<file path="config.mk">
export PLATFORM = sky130hd
export DESIGN_NAME = ram_burst_reader
export DESIGN_NICKNAME = d
export VERILOG_FILES = /design/src/rtl/ram_rd_pkg.sv /design/src/rtl/ram_rd_fifo.sv /design/src/rtl/ram_burst_reader.sv
export SDC_FILE = /design/constraint.sdc
export NUM_CORES = 1
export LEC_CHECK = 0
export ABC_AREA = 1
export CORE_MARGIN = 1
export CORE_UTILIZATION = 36
export CTS_BUF_LIST = sky130_fd_sc_hd__clkbuf_4 sky130_fd_sc_hd__clkbuf_8 sky130_fd_sc_hd__clkbuf_16
export DETAILED_ROUTE_END_ITERATION = 12
export PLACE_DENSITY = 0.66
export SYNTH_ARGS = -nofsm -noshare
export SYNTH_HDL_FRONTEND = slang
export SYNTH_HIERARCHICAL = 1
export SYNTH_SLANG_ARGS = --single-unit
</file>
<file path="constraint.sdc">
create_clock -name clk -period 2.85 [get_ports clk]
set_input_delay 0.4275 -clock clk [delete_from_list [all_inputs] [get_ports clk]]
set_output_delay 0.4275 -clock clk [all_outputs]
set_load 0.03 [all_outputs]
</file>
<file path="src/rtl/ram_rd_pkg.sv">
// Shared types and sizing helpers for the RAM burst reader.
package ram_rd_pkg;

  typedef enum logic [1:0] {
    IDLE  = 2'd0,
    RUN   = 2'd1,
    DRAIN = 2'd2,
    DONE  = 2'd3
  } state_t;

  // Width needed to hold a FIFO occupancy of 0..depth inclusive.
  function automatic int unsigned fifo_cnt_w(input int unsigned depth);
    return $clog2(depth + 1);
  endfunction

endpackage

</file>
<file path="src/rtl/ram_rd_fifo.sv">
// Small synchronous return-data FIFO; the head word is read straight from
// the storage registers so dout is valid whenever the FIFO is not empty.
module ram_rd_fifo
  import ram_rd_pkg::*;
#(
  parameter int unsigned DW    = 8,
  parameter int unsigned DEPTH = 2,
  localparam int unsigned CW   = fifo_cnt_w(DEPTH)
) (
  input  logic          clk,
  input  logic          rst,
  input  logic          push,
  input  logic          pop,
  input  logic [DW-1:0] din,
  output logic [DW-1:0] dout,
  output logic [CW-1:0] count,
  output logic          empty
);

  localparam int unsigned PW = (DEPTH > 1) ? $clog2(DEPTH) : 1;

  logic [DW-1:0] mem [DEPTH];
  logic [PW-1:0] wr_ptr;
  logic [PW-1:0] rd_ptr;
  logic          pop_ok;

  function automatic logic [PW-1:0] ptr_inc(input logic [PW-1:0] p);
    return (p == PW'(DEPTH - 1)) ? '0 : p + PW'(1);
  endfunction

  assign pop_ok = pop & ~empty;
  assign empty  = (count == '0);
  assign dout   = mem[rd_ptr];

  // Storage, pointers and occupancy; reset flushes contents so no stale word survives.
  always_ff @(posedge clk or posedge rst) begin
    if (rst) begin
      wr_ptr <= '0;
      rd_ptr <= '0;
      count  <= '0;
      for (int unsigned i = 0; i < DEPTH; i++) begin
        mem[i] <= '0;
      end
    end else begin
      if (push) begin
        mem[wr_ptr] <= din;
        wr_ptr      <= ptr_inc(wr_ptr);
      end
      if (pop_ok) begin
        rd_ptr <= ptr_inc(rd_ptr);
      end
      case ({push, pop_ok})
        2'b10:   count <= count + CW'(1);
        2'b01:   count <= count - CW'(1);
        default: count <= count;
      endcase
    end
  end

endmodule

</file>
<file path="src/rtl/ram_burst_reader.sv">
// Burst read initiator for a 1-cycle registered-read RAM: issues sequential
// addresses under a credit limit and returns the data as a valid/ready stream.
module ram_burst_reader
  import ram_rd_pkg::*;
#(
  parameter int unsigned AW         = 8,
  parameter int unsigned DW         = 8,
  parameter int unsigned FIFO_DEPTH = 2
) (
  input  logic          clk,
  input  logic          rst,
  input  logic          start,
  input  logic [AW-1:0] base,
  input  logic [AW:0]   len,
  output logic          busy,
  output logic          done,
  output logic [AW-1:0] mem_addr,
  output logic          mem_we,
  input  logic [DW-1:0] mem_q,
  output logic [DW-1:0] m_data,
  output logic          m_valid,
  input  logic          m_ready
);

  localparam int unsigned CW = fifo_cnt_w(FIFO_DEPTH);
  localparam int unsigned SW = CW + 1;

  state_t        state;
  state_t        state_nx;
  logic [AW-1:0] addr;
  logic [AW-1:0] addr_hold;
  logic [AW:0]   remaining;
  logic          inflight;
  logic          issue;
  logic          pop;
  logic          empty;
  logic [CW-1:0] count;
  logic [SW-1:0] used;

  assign mem_we  = 1'b0;
  assign m_valid = ~empty;
  assign pop     = m_valid & m_ready;
  assign busy    = (state != IDLE);
  assign done    = (state == DONE);

  // A read may be issued only if its word is guaranteed a FIFO slot when it lands.
  assign used  = SW'(count) + SW'(inflight) - SW'(pop);
  assign issue = (state == RUN) && (used < SW'(FIFO_DEPTH));

  // The live address is driven only while issuing; otherwise the last issued address is held.
  assign mem_addr = issue ? addr : addr_hold;

  ram_rd_fifo #(
    .DW    (DW),
    .DEPTH (FIFO_DEPTH)
  ) u_fifo (
    .clk   (clk),
    .rst   (rst),
    .push  (inflight),
    .pop   (pop),
    .din   (mem_q),
    .dout  (m_data),
    .count (count),
    .empty (empty)
  );

  // State register.
  always_ff @(posedge clk or posedge rst) begin
    if (rst) begin
      state <= IDLE;
    end else begin
      state <= state_nx;
    end
  end

  // Next-state logic.
  always_comb begin
    state_nx = state;
    case (state)
      IDLE: begin
        if (start) begin
          state_nx = (len == '0) ? DONE : RUN;
        end
      end
      RUN: begin
        if (issue && (remaining == (AW+1)'(1))) begin
          state_nx = DRAIN;
        end
      end
      DRAIN: begin
        if (empty && !inflight) begin
          state_nx = DONE;
        end
      end
      DONE:    state_nx = IDLE;
      default: state_nx = IDLE;
    endcase
  end

  // Address/remaining counters, held address and the one-deep in-flight flag.
  always_ff @(posedge clk or posedge rst) begin
    if (rst) begin
      addr      <= '0;
      addr_hold <= '0;
      remaining <= '0;
      inflight  <= 1'b0;
    end else begin
      inflight <= issue;
      if (state == IDLE && start) begin
        addr      <= base;
        remaining <= len;
      end else if (issue) begin
        addr      <= addr + AW'(1);
        remaining <= remaining - (AW+1)'(1);
        addr_hold <= addr;
      end
    end
  end

endmodule

</file>
After elaboration in Yosys (flattened, before gate mapping)
Cells that the tools add are included.
{"block": "classes", "addsub": 8, "order_cmp": 4, "eq_ne": 9, "n_mux": 19, "n_bitwise": 5, "reduce_logical": 13}
{"operator": "two-way mux 8 bit", "count": 7}
{"operator": "two-way mux 9 bit", "count": 2}
{"operator": "bitwise mux 16 bit", "count": 1}
{"operator": "== test 9 x 1 -> 1 bit, second input constant", "count": 1}
{"operator": "zero test 9 bit", "count": 1}
{"operator": "subtractor 9 x 1 -> 9 bit, second input constant", "count": 1}
{"operator": "adder 8 x 1 -> 8 bit, second input constant", "count": 1}
{"operator": "demux 8 bit (select 1 bit)", "count": 1}
{"operator": "two-way mux 2 bit", "count": 4}
{"operator": "one-hot mux 2 bit (4 select lines)", "count": 1}
{"operator": "== test 2 bit, second input constant", "count": 3}
{"operator": "nonzero test 2 bit", "count": 3}
{"operator": "logical AND 1 bit", "count": 5}
{"operator": "== test 2 x 1 -> 1 bit, second input constant", "count": 2}
{"operator": "greater-or-equal comparator 2 bit, second input constant", "count": 2}
{"operator": "zero test 2 bit", "count": 2}
{"operator": "!= test 2 bit, second input constant", "count": 2}
{"operator": "NOT 1 -> 2 bit", "count": 2}
{"operator": "one-hot mux 2 bit (2 select lines)", "count": 1}
{"operator": "adder 2 x 1 -> 3 bit", "count": 1}
{"operator": "< comparator 3 x 2 -> 1 bit, second input constant", "count": 1}
{"operator": "AND reduction 3 bit", "count": 1}
{"operator": "subtractor 3 x 1 -> 3 bit", "count": 1}
{"operator": "adder 1 bit, second input constant", "count": 2}
{"operator": "other kinds (8)", "count": 10}
{"block": "totals", "register_bits": 48, "in_bits": 29, "out_inout_bits": 20, "elab_cells": 68}

Depth between registers and ports, before layout
Gate-level depths: netlist of run 1.
{"block": "depth", "ltp_word": 9, "ltp_mapped": 17}

Hierarchy
Netlist of run 1, hierarchy kept.
{"mod": "ram_burst_reader", "n_inst": 1, "cells_per_inst": 254, "area_each_um2": 1919.3, "seq_area_each_um2": 700.7}
{"mod": "ram_rd_fifo", "n_inst": 1, "cells_per_inst": 114, "area_each_um2": 952.2, "seq_area_each_um2": 500.5}

Worst setup path after synthesis of run 1
OpenSTA, ideal clock, no wires.
{"block": "synth_timing", "path_type": "register to output", "from": "reg u_fifo.count[1]", "to": "out mem_addr[0]", "arrival_ps": 2734, "slack_ps": -312, "path_stages_with_launch": 14, "path_cell_list": "dfrtp_1 -> inv_1 -> nand2_1 -> inv_1 -> nor2_1 -> ha_1 -> inv_1 -> nand2_1 -> fa_1 -> nand2_1 -> inv_2 -> nand3_4 -> buf_4 -> o21ai_0"}
{"block": "synth_between", "elab_chain_len": 7, "elab_cells_between_ends": 8, "cone_classes": "add/sub (2); order compare (1); mux (1); bitwise (2); reduce/logical (2)"}
{"element": "start: declaration", "line_no": "ram_rd_fifo.sv:16", "rtl": "output logic [CW-1:0] count,"}
{"element": "start signal: assignment", "line_no": "ram_rd_fifo.sv:53", "rtl": "2'b10: count <= count + CW'(1);"}
{"element": "start signal: assignment", "line_no": "ram_rd_fifo.sv:54", "rtl": "2'b01: count <= count - CW'(1);"}
{"element": "start signal: assignment", "line_no": "ram_rd_fifo.sv:55", "rtl": "default: count <= count;"}
{"element": "zero test 2 bit", "line_no": "ram_rd_fifo.sv:32", "rtl": "assign empty = (count == '0);"}
{"element": "named net empty", "line_no": "ram_burst_reader.sv:36", "rtl": "logic empty;"}
{"element": "NOT 1 bit", "line_no": "ram_burst_reader.sv:41", "rtl": "assign m_valid = ~empty;"}
{"element": "bitwise AND 1 bit", "line_no": "ram_burst_reader.sv:42", "rtl": "assign pop = m_valid & m_ready;"}
{"element": "named net pop", "line_no": "ram_burst_reader.sv:35", "rtl": "logic pop;"}
{"element": "subtractor 3 x 1 -> 3 bit", "line_no": "ram_burst_reader.sv:47", "rtl": "assign used = SW'(count) + SW'(inflight) - SW'(pop);"}
{"element": "< comparator 3 x 2 -> 1 bit", "line_no": "ram_burst_reader.sv:48", "rtl": "assign issue = (state == RUN) && (used < SW'(FIFO_DEPTH));"}
{"element": "logical AND 1 bit", "line_no": "ram_burst_reader.sv:48"}
{"element": "two-way mux 8 bit"}
{"element": "end: declaration", "line_no": "ram_burst_reader.sv:17", "rtl": "output logic [AW-1:0] mem_addr,"}
The timed path passes the listed nets, and every way through them passes these cells.

Worst setup path in the final report of run 1
{"block": "layout_timing", "from": "reg u_fifo.count[0]", "to": "out mem_addr[6]"}
Same word-level chain as after synthesis.

==> results of run 1 <==
[repair_timing]
item	in CTS	in global routing
gates resized for setup	10	15
pin swaps	7	7
endpoints found under the setup margin	8	9
cloned	0	1
setup buffers	5	7
[how the worst max path moves through the flow]
| stage | slack [ns] | start | endpoint |
|---|---|---|---|
| global placement | -0.14 | m_ready | mem_addr[7] |
| global route | -0.15 | u_fifo/count[0] | mem_addr[2] |
| finish | -0.02 | u_fifo/count[0] | mem_addr[6] |
| floorplan | -0.09 | u_fifo/count[1] | mem_addr[0] |
| CTS | -0.09 | u_fifo/count[0] | mem_addr[2] |
| detailed placement | -0.16 | m_ready | mem_addr[7] |
[cells in the final DEF (no fill, tap or decap), types with 2 or more instances in the layout]
| master | instances |
|---|---|
| o21ai_2 | 19 |
| inv_2 | 9 |
| nand4_1 | 2 |
| inv_1 | 39 |
| nor2_4 | 2 |
| xor2_1 | 7 |
| dfrtp_1 | 48 |
| clkdlybuf4s50_1 | 38 |
| nand3_1 | 23 |
| nand2_2 | 11 |
| buf_6 | 3 |
| nor2_1 | 20 |
| o21ai_0 | 15 |
| nand2_1 | 124 |
| nand3_4 | 2 |
| clkbuf_8 | 7 |
| ha_1 | 9 |
| buf_4 | 24 |
| o21bai_1 | 2 |
| o211ai_2 | 4 |
| o21ai_1 | 7 |
[state kept, by name (all words and copies together), names as in the netlist]
register / cells
remaining: 9
u_fifo/wr_ptr: 1
inflight: 1
addr_hold: 8
u_fifo/mem: 16
state: 2
addr: 8
u_fifo/count: 2
u_fifo/rd_ptr: 1
[logic make-up (layout without fill, tap and decap cells)]
| group | after synthesis | count (layout) |
|---|---|---|
| flip-flops | 48 | 48 |
| AND/OR/NAND/NOR | 189 | 190 |
| buffers and inverters | 62 | 123 |
| AO/OA/AOI/OAI | 49 | 49 |
| adder cells (fa/ha/maj) | 11 | 11 |
| XOR/XNOR | 8 | 8 |
| other | 1 | 1 |
[worst min-delay path: cells and delay by family, from the launching register on]
family / cells / cell delay, ns
AOI/OAI and AO/OA: 1 / 0.05
and+or+nand+nor: 1 / 0.06
DFF: 1 / 0.35
[layer usage]
metal	global-route usage, %	vias to the layer above	wire length, um
met2	27.2	35	3160
met5	0	-	0
met3	2.68	4	161
met4	5.03	0	71
li1	-	1263	-
met1	19.9	1184	3080
[report_power, final]
| group | leakage, nW | switching (W) | internal (W) |
|---|---|---|---|
| sequential | 0.593 | 0.000262 | 0.00101 |
| combinational | 1.18 | 0.00159 | 0.00109 |
| clock | 0.0503 | 0.000223 | 0.000217 |
[final cells by class]
cell class / count / area share, %
clock buffer: 7 / 2.63
inverter: 50 / 5.23
multi-input combinational: 259 / 39.3
sequential: 48 / 32.8
tap: 102 / 3.49
timing repair buffer: 66 / 16.5
[stage by stage]
| step | TNS (ns) | instance area (sq um) | util (%) |
|---|---|---|---|
| 2_1_floorplan | -0.514 | 2870 | - |
| 4_1_cts | -0.499 | 3540 | 45.9 |
| 3_5_place_dp | -1.52 | 3390 | 43.9 |
| 6_report | -0.0352 | 3660 | 47.3 |
| 3_3_place_gp | -1.08 | 3390 | 43.9 |
| 5_1_grt | -0.982 | 3660 | 47.3 |
==> flow_summary.toml, run 1 <==
[die]
die_h_um = 91.3
std_cell_rows = 32
die-area_sq_um = 8340
start_util_pct = 37.2
die_x_um = 91.3
core_area_sq_um = 7730
pin_count = 49

[yosys]
syn-cell-area_sq_um = 2870
yosysTopAreaCellShare_pct = 41.8
avgSynthCellArea_sq_um = 7.80
synth_ff_type = "dfrtp_1"
synthDistinctLibCells = 34
synth_compound_area_share_pct = 11.9
yosys.area_share.xor_xnor_pct = 2.44
synthMuxAreaShare_pct = 0
synth_top_family_by_area = "simple AND/OR/NAND/NOR gates"
synthSimpleGateAreaFrac_pct = 28.1
synthTopCellsByArea = "dfrtp_1, nand2_1, inv_1"
synth_cells = 368
synth_seq_area_share_pct = 41.8
synthTopCellsByCount = "nand2_1, dfrtp_1, inv_1"
synth_area_leader_cell = "dfrtp_1"
synth_edf_count = 0
async_flop_share_pct = 100
synth.net_count = 408
yosysMostFrequentCell = "nand2_1"
ys_ff_latch = 48
yosys_warnings = 6
synth_fa_ha_area_share_pct = 5.05

[sta]
setup_viol_count_final = 3
holdWs_ns = 0.493
slew-limit-headroom_pct = 48.6
worst_slack_ns = -0.0155
hold_violations = 0
rsz0062_at_grt = "yes"
drv_slew = 0
finClkSkew_ns = 0.00653
fmax_mhz = 349
worst_pin_slew_ns = 0.771
period_share_pct = 101
timing.final.crit_period_ns = 2.87

[place]
gp_congestion = 0.811
hpwl_um = 4590
place_inst = 513
port_buffers = 47
dpl_worst_slack_ns = -0.156

[route]
vias = 2486
drc = 0
antenna_left = 0
viasPerCell = 4.67
wire_per_inst_um = 12.2
drt-total-wl_um = 6460
drtIter0Drc = 122
dr.pass1.iters = 4

[layout]
fillers = 760
multi_input_area_sq_um = 1440
fin_nets = 470
finalNonFillerCells = 532
drive_gt1_share_pct = 20.2
layout-area-overhead-vs-synth_pct = 27.4
diodes = 0
regArea_sq_um = 1200

[global_route]
grt_pass1_vias = 2288
grt-ovfl-total = 0
grt_usage_pct = 15.7
grt_antenna_before_repair = 0
grt_pass1_wl_um = 10500
grt_max_degree = 29

[worst_hold_path]
holdPathEnd = "u_fifo/mem[11]"
holdPathStages = 2
worstHoldStart = "u_fifo/mem[11]"
hp-class = "register to register"

[pwr]
peakVddDrop_mv = 0.572
power.total_w = 0.00439
powerDensity_nw_per_um2 = 1200
leakage_nw = 1.83

[cts]
postCtsHoldBufs = 0
cts_tree = "built"
cts.path.max_buffers = 2
clock_latency_ns = 0.30
clkTransAtPathRegs_ns = 0.08
htree_levels = 2
numCtsBuffers = 5
root_buffer = "clkbuf_8"
cts.sinks = 48

[critical_path]
endpoint_kind = "output pin"
crit_arrival_ns = 2.44
rr_endpoint = "addr_hold[7]"
path_buf_inv = 6
crit_cells = 14
rr_worst_depth = 17
crit_family = "adder cells"
cp-start-kind = "register"
critPathSlowestCell = "fa_1"
cp_common_cell = "inv_2"
rr_startpoint = "u_fifo/count[0]"
cp.required_ns = 2.42
crit_chain = "inv_2, nand2_2, inv_2, nor2_4, ha_4, inv_2, nand2_2, fa_1, nand2_1, inv_2, buf_4, nand3_4, o21ai_2, buf_6"
r2r_slack_ns = 0.12
crit_fanout = 6
critPathMaxStageDelay_ns = 0.48
path_class = "register to output pin"

[status]
violations = "setup timing"
status = "finished with violations"

[job]
maxCapViolCount = 0
No activity file was read; power rests on OpenSTA's default activity.
==> run 2: changes to the inputs <==
--- a/constraint.sdc
+++ b/constraint.sdc
@@ -3,2 +3,2 @@
 set_output_delay 0.4275 -clock clk [all_outputs]
-set_load 0.03 [all_outputs]
+set_load 0.05 [all_outputs]
==> run 2 against run 1 <==
Compared with the run above: the flow still finishes with violations (setup timing); total power up 15%; cell count unchanged; die area did not move; cell area increased by 4.7%; register-to-register slack better by 0.18 ns; sequential power barely moved; utilization up 2.2 points; count of clock-buffer cells in the layout stayed put; wire length shrank 0.88%; clock skew down 0.0020 ns; non-clock buffer count down 1; combinational power rose by 21%; critical path type unchanged.
==> flow_summary.toml, run 2 (synthesized netlist as in run 1, its figures left out) <==
[status]
status = "finished with violations"
violations = "setup timing"

[cts]
cts.path.max_buffers = 2
cts_tree = "built"
clkTransAtPathRegs_ns = 0.09
postCtsHoldBufs = 0
htree_levels = 2
root_buffer = "clkbuf_8"
numCtsBuffers = 5
cts.sinks = 48
clock_latency_ns = 0.30

[critical_path]
endpoint_kind = "output pin"
crit_fanout = 7
crit_arrival_ns = 2.57
cp-start-kind = "register"
cp.required_ns = 2.42
path_class = "register to output pin"

[sta]
hold_violations = 0
drv_slew = 0
fmax_mhz = 334
slew-limit-headroom_pct = 50.7
worst_pin_slew_ns = 0.739
finClkSkew_ns = 0.00448
rsz0062_at_grt = "yes"
setup_viol_count_final = 8
period_share_pct = 105
tns_ns = -0.902
worst_slack_ns = -0.145
timing.final.crit_period_ns = 2.99

[global_route]
grt_pass1_wl_um = 11200
grt_usage_pct = 16.8
grt_antenna_before_repair = 0
grt_max_degree = 29
grt-ovfl-total = 0
grt_pass1_vias = 2406

[pwr]
powerDensity_nw_per_um2 = 1320
leakage_nw = 1.88
peakVddDrop_mv = 0.760

[die]
die_x_um = 91.3
start_util_pct = 37.2
std_cell_rows = 32
pin_count = 49
die-area_sq_um = 8340
core_area_sq_um = 7730
die_h_um = 91.3

[route]
vias = 2454
wire_per_inst_um = 12.0
antenna_left = 0
drc = 0
viasPerCell = 4.61
drtIter0Drc = 161
dr.pass1.iters = 4
drt-total-wl_um = 6410

[place]
postPlaceCellArea_sq_um = 3520
dpl_worst_slack_ns = -0.237
hpwl_um = 4550
gp_congestion = 0.814
place_inst = 514
port_buffers = 47

[worst_hold_path]
hp-class = "register to register"

[layout]
regMostFlops = "u_fifo/mem"
diodes = 0
drive_gt1_share_pct = 20.9
stdcell_area_sq_um = 3830
largest_reg_flops = 16
fin_nets = 469
layout-area-overhead-vs-synth_pct = 33.3
finalNonFillerCells = 532
fillers = 726
mostFrequentLayoutCell = "nand2_1"
reg.largest.list = "u_fifo/mem x16, remaining x9"
final_cell_mix = "nand2_1, dfrtp_1, inv_1"

[job]
maxCapViolCount = 0
==> run 2: cell count changes in the layout (fill, tap and decap cells not counted), moves of 2 or more <==
cell,previous run,this run
o21ai_1,7,3
buf_4,24,17
buf_12,0,8
buf_6,3,1
o21ai_4,0,7
o21ai_2,19,16
==> run 2: path summary, 6_finish.rpt <==
| kind | startpoint | end | slack, ns | cells after the start |
|---|---|---|---|---|
| max | u_fifo/count[0] | mem_addr[1] | -0.14 | 13 |
| min | u_fifo/mem[13] | u_fifo/mem[13] | 0.48 | 2 |
| max reg2reg | u_fifo/count[0] | addr[3] | 0.30 | 15 |
| min reg2reg | u_fifo/mem[13] | u_fifo/mem[13] | 0.48 | 2 |
| max in group asynchronous | rst | u_fifo/mem[5] | 1.79 | 2 |
| min in group asynchronous | rst | state[0] | 0.53 | 3 |
==> run 2: area by class of cell <==
class	count	area (sq um)	share of cell area, %
Sequential cell	48	1200	31.4
Inverter	50	188	4.90
Timing Repair Buffer	65	688	18.0
Tap cell	102	128	3.33
Clock buffer	7	96.3	2.52
Clock inverter	1	30.0	0.784
Multi-Input combinational cell	259	1500	39.1
==> run 2: timing repair <==
action | CTS | global route
buffers inserted | 6 | 3
pin swaps | 2 | 7
resized for setup | 20 | 5
setup endpoints to repair | 8 | 8
gates cloned | 1 | 0
==> run 2: report_power, final <==
part           internal, W  switching [W]  total, W
registers          0.00101       0.000265   0.00127
clock network     0.000310       0.000234  0.000544
logic              0.00128        0.00196   0.00325
total              0.00260        0.00246   0.00506
==> run 2: critical path, cell delays in order, from the launching register on <==
cell and delay [ns]:
dfrtp_1 0.38, inv_2 0.05, nand2_2 0.08, inv_2 0.05
nor2_4 0.10, ha_4 0.21, inv_2 0.04, nand2_2 0.04
fa_1 0.53, nand2_1 0.06, inv_2 0.11, nand3_4 0.21
o21ai_4 0.25, buf_12 0.16
==> run 2: routing by layer <==
layer  share of wire (%)  up-vias  track usage (%)  wire (um)
met2                  46       43             26.8       2980
li1                    -     1264                -          -
met4                 1.2        0             5.42         79
met5                   0        -                0          0
met3                 3.5        7             2.26        226
met1                  49     1140             23.6       3130
==> run 2: through the flow <==
stage / power (W) / hold slack, ns / util [%]
after global placement: 0.00418 / 0.464 / 45.6
after global routing: 0.00545 / 0.510 / 49.5
after floorplan: 0.00333 / 0.391 / -
after detailed placement: 0.00425 / 0.467 / 45.6
after CTS: 0.00502 / 0.490 / 48.9
final: 0.00506 / 0.483 / 49.5
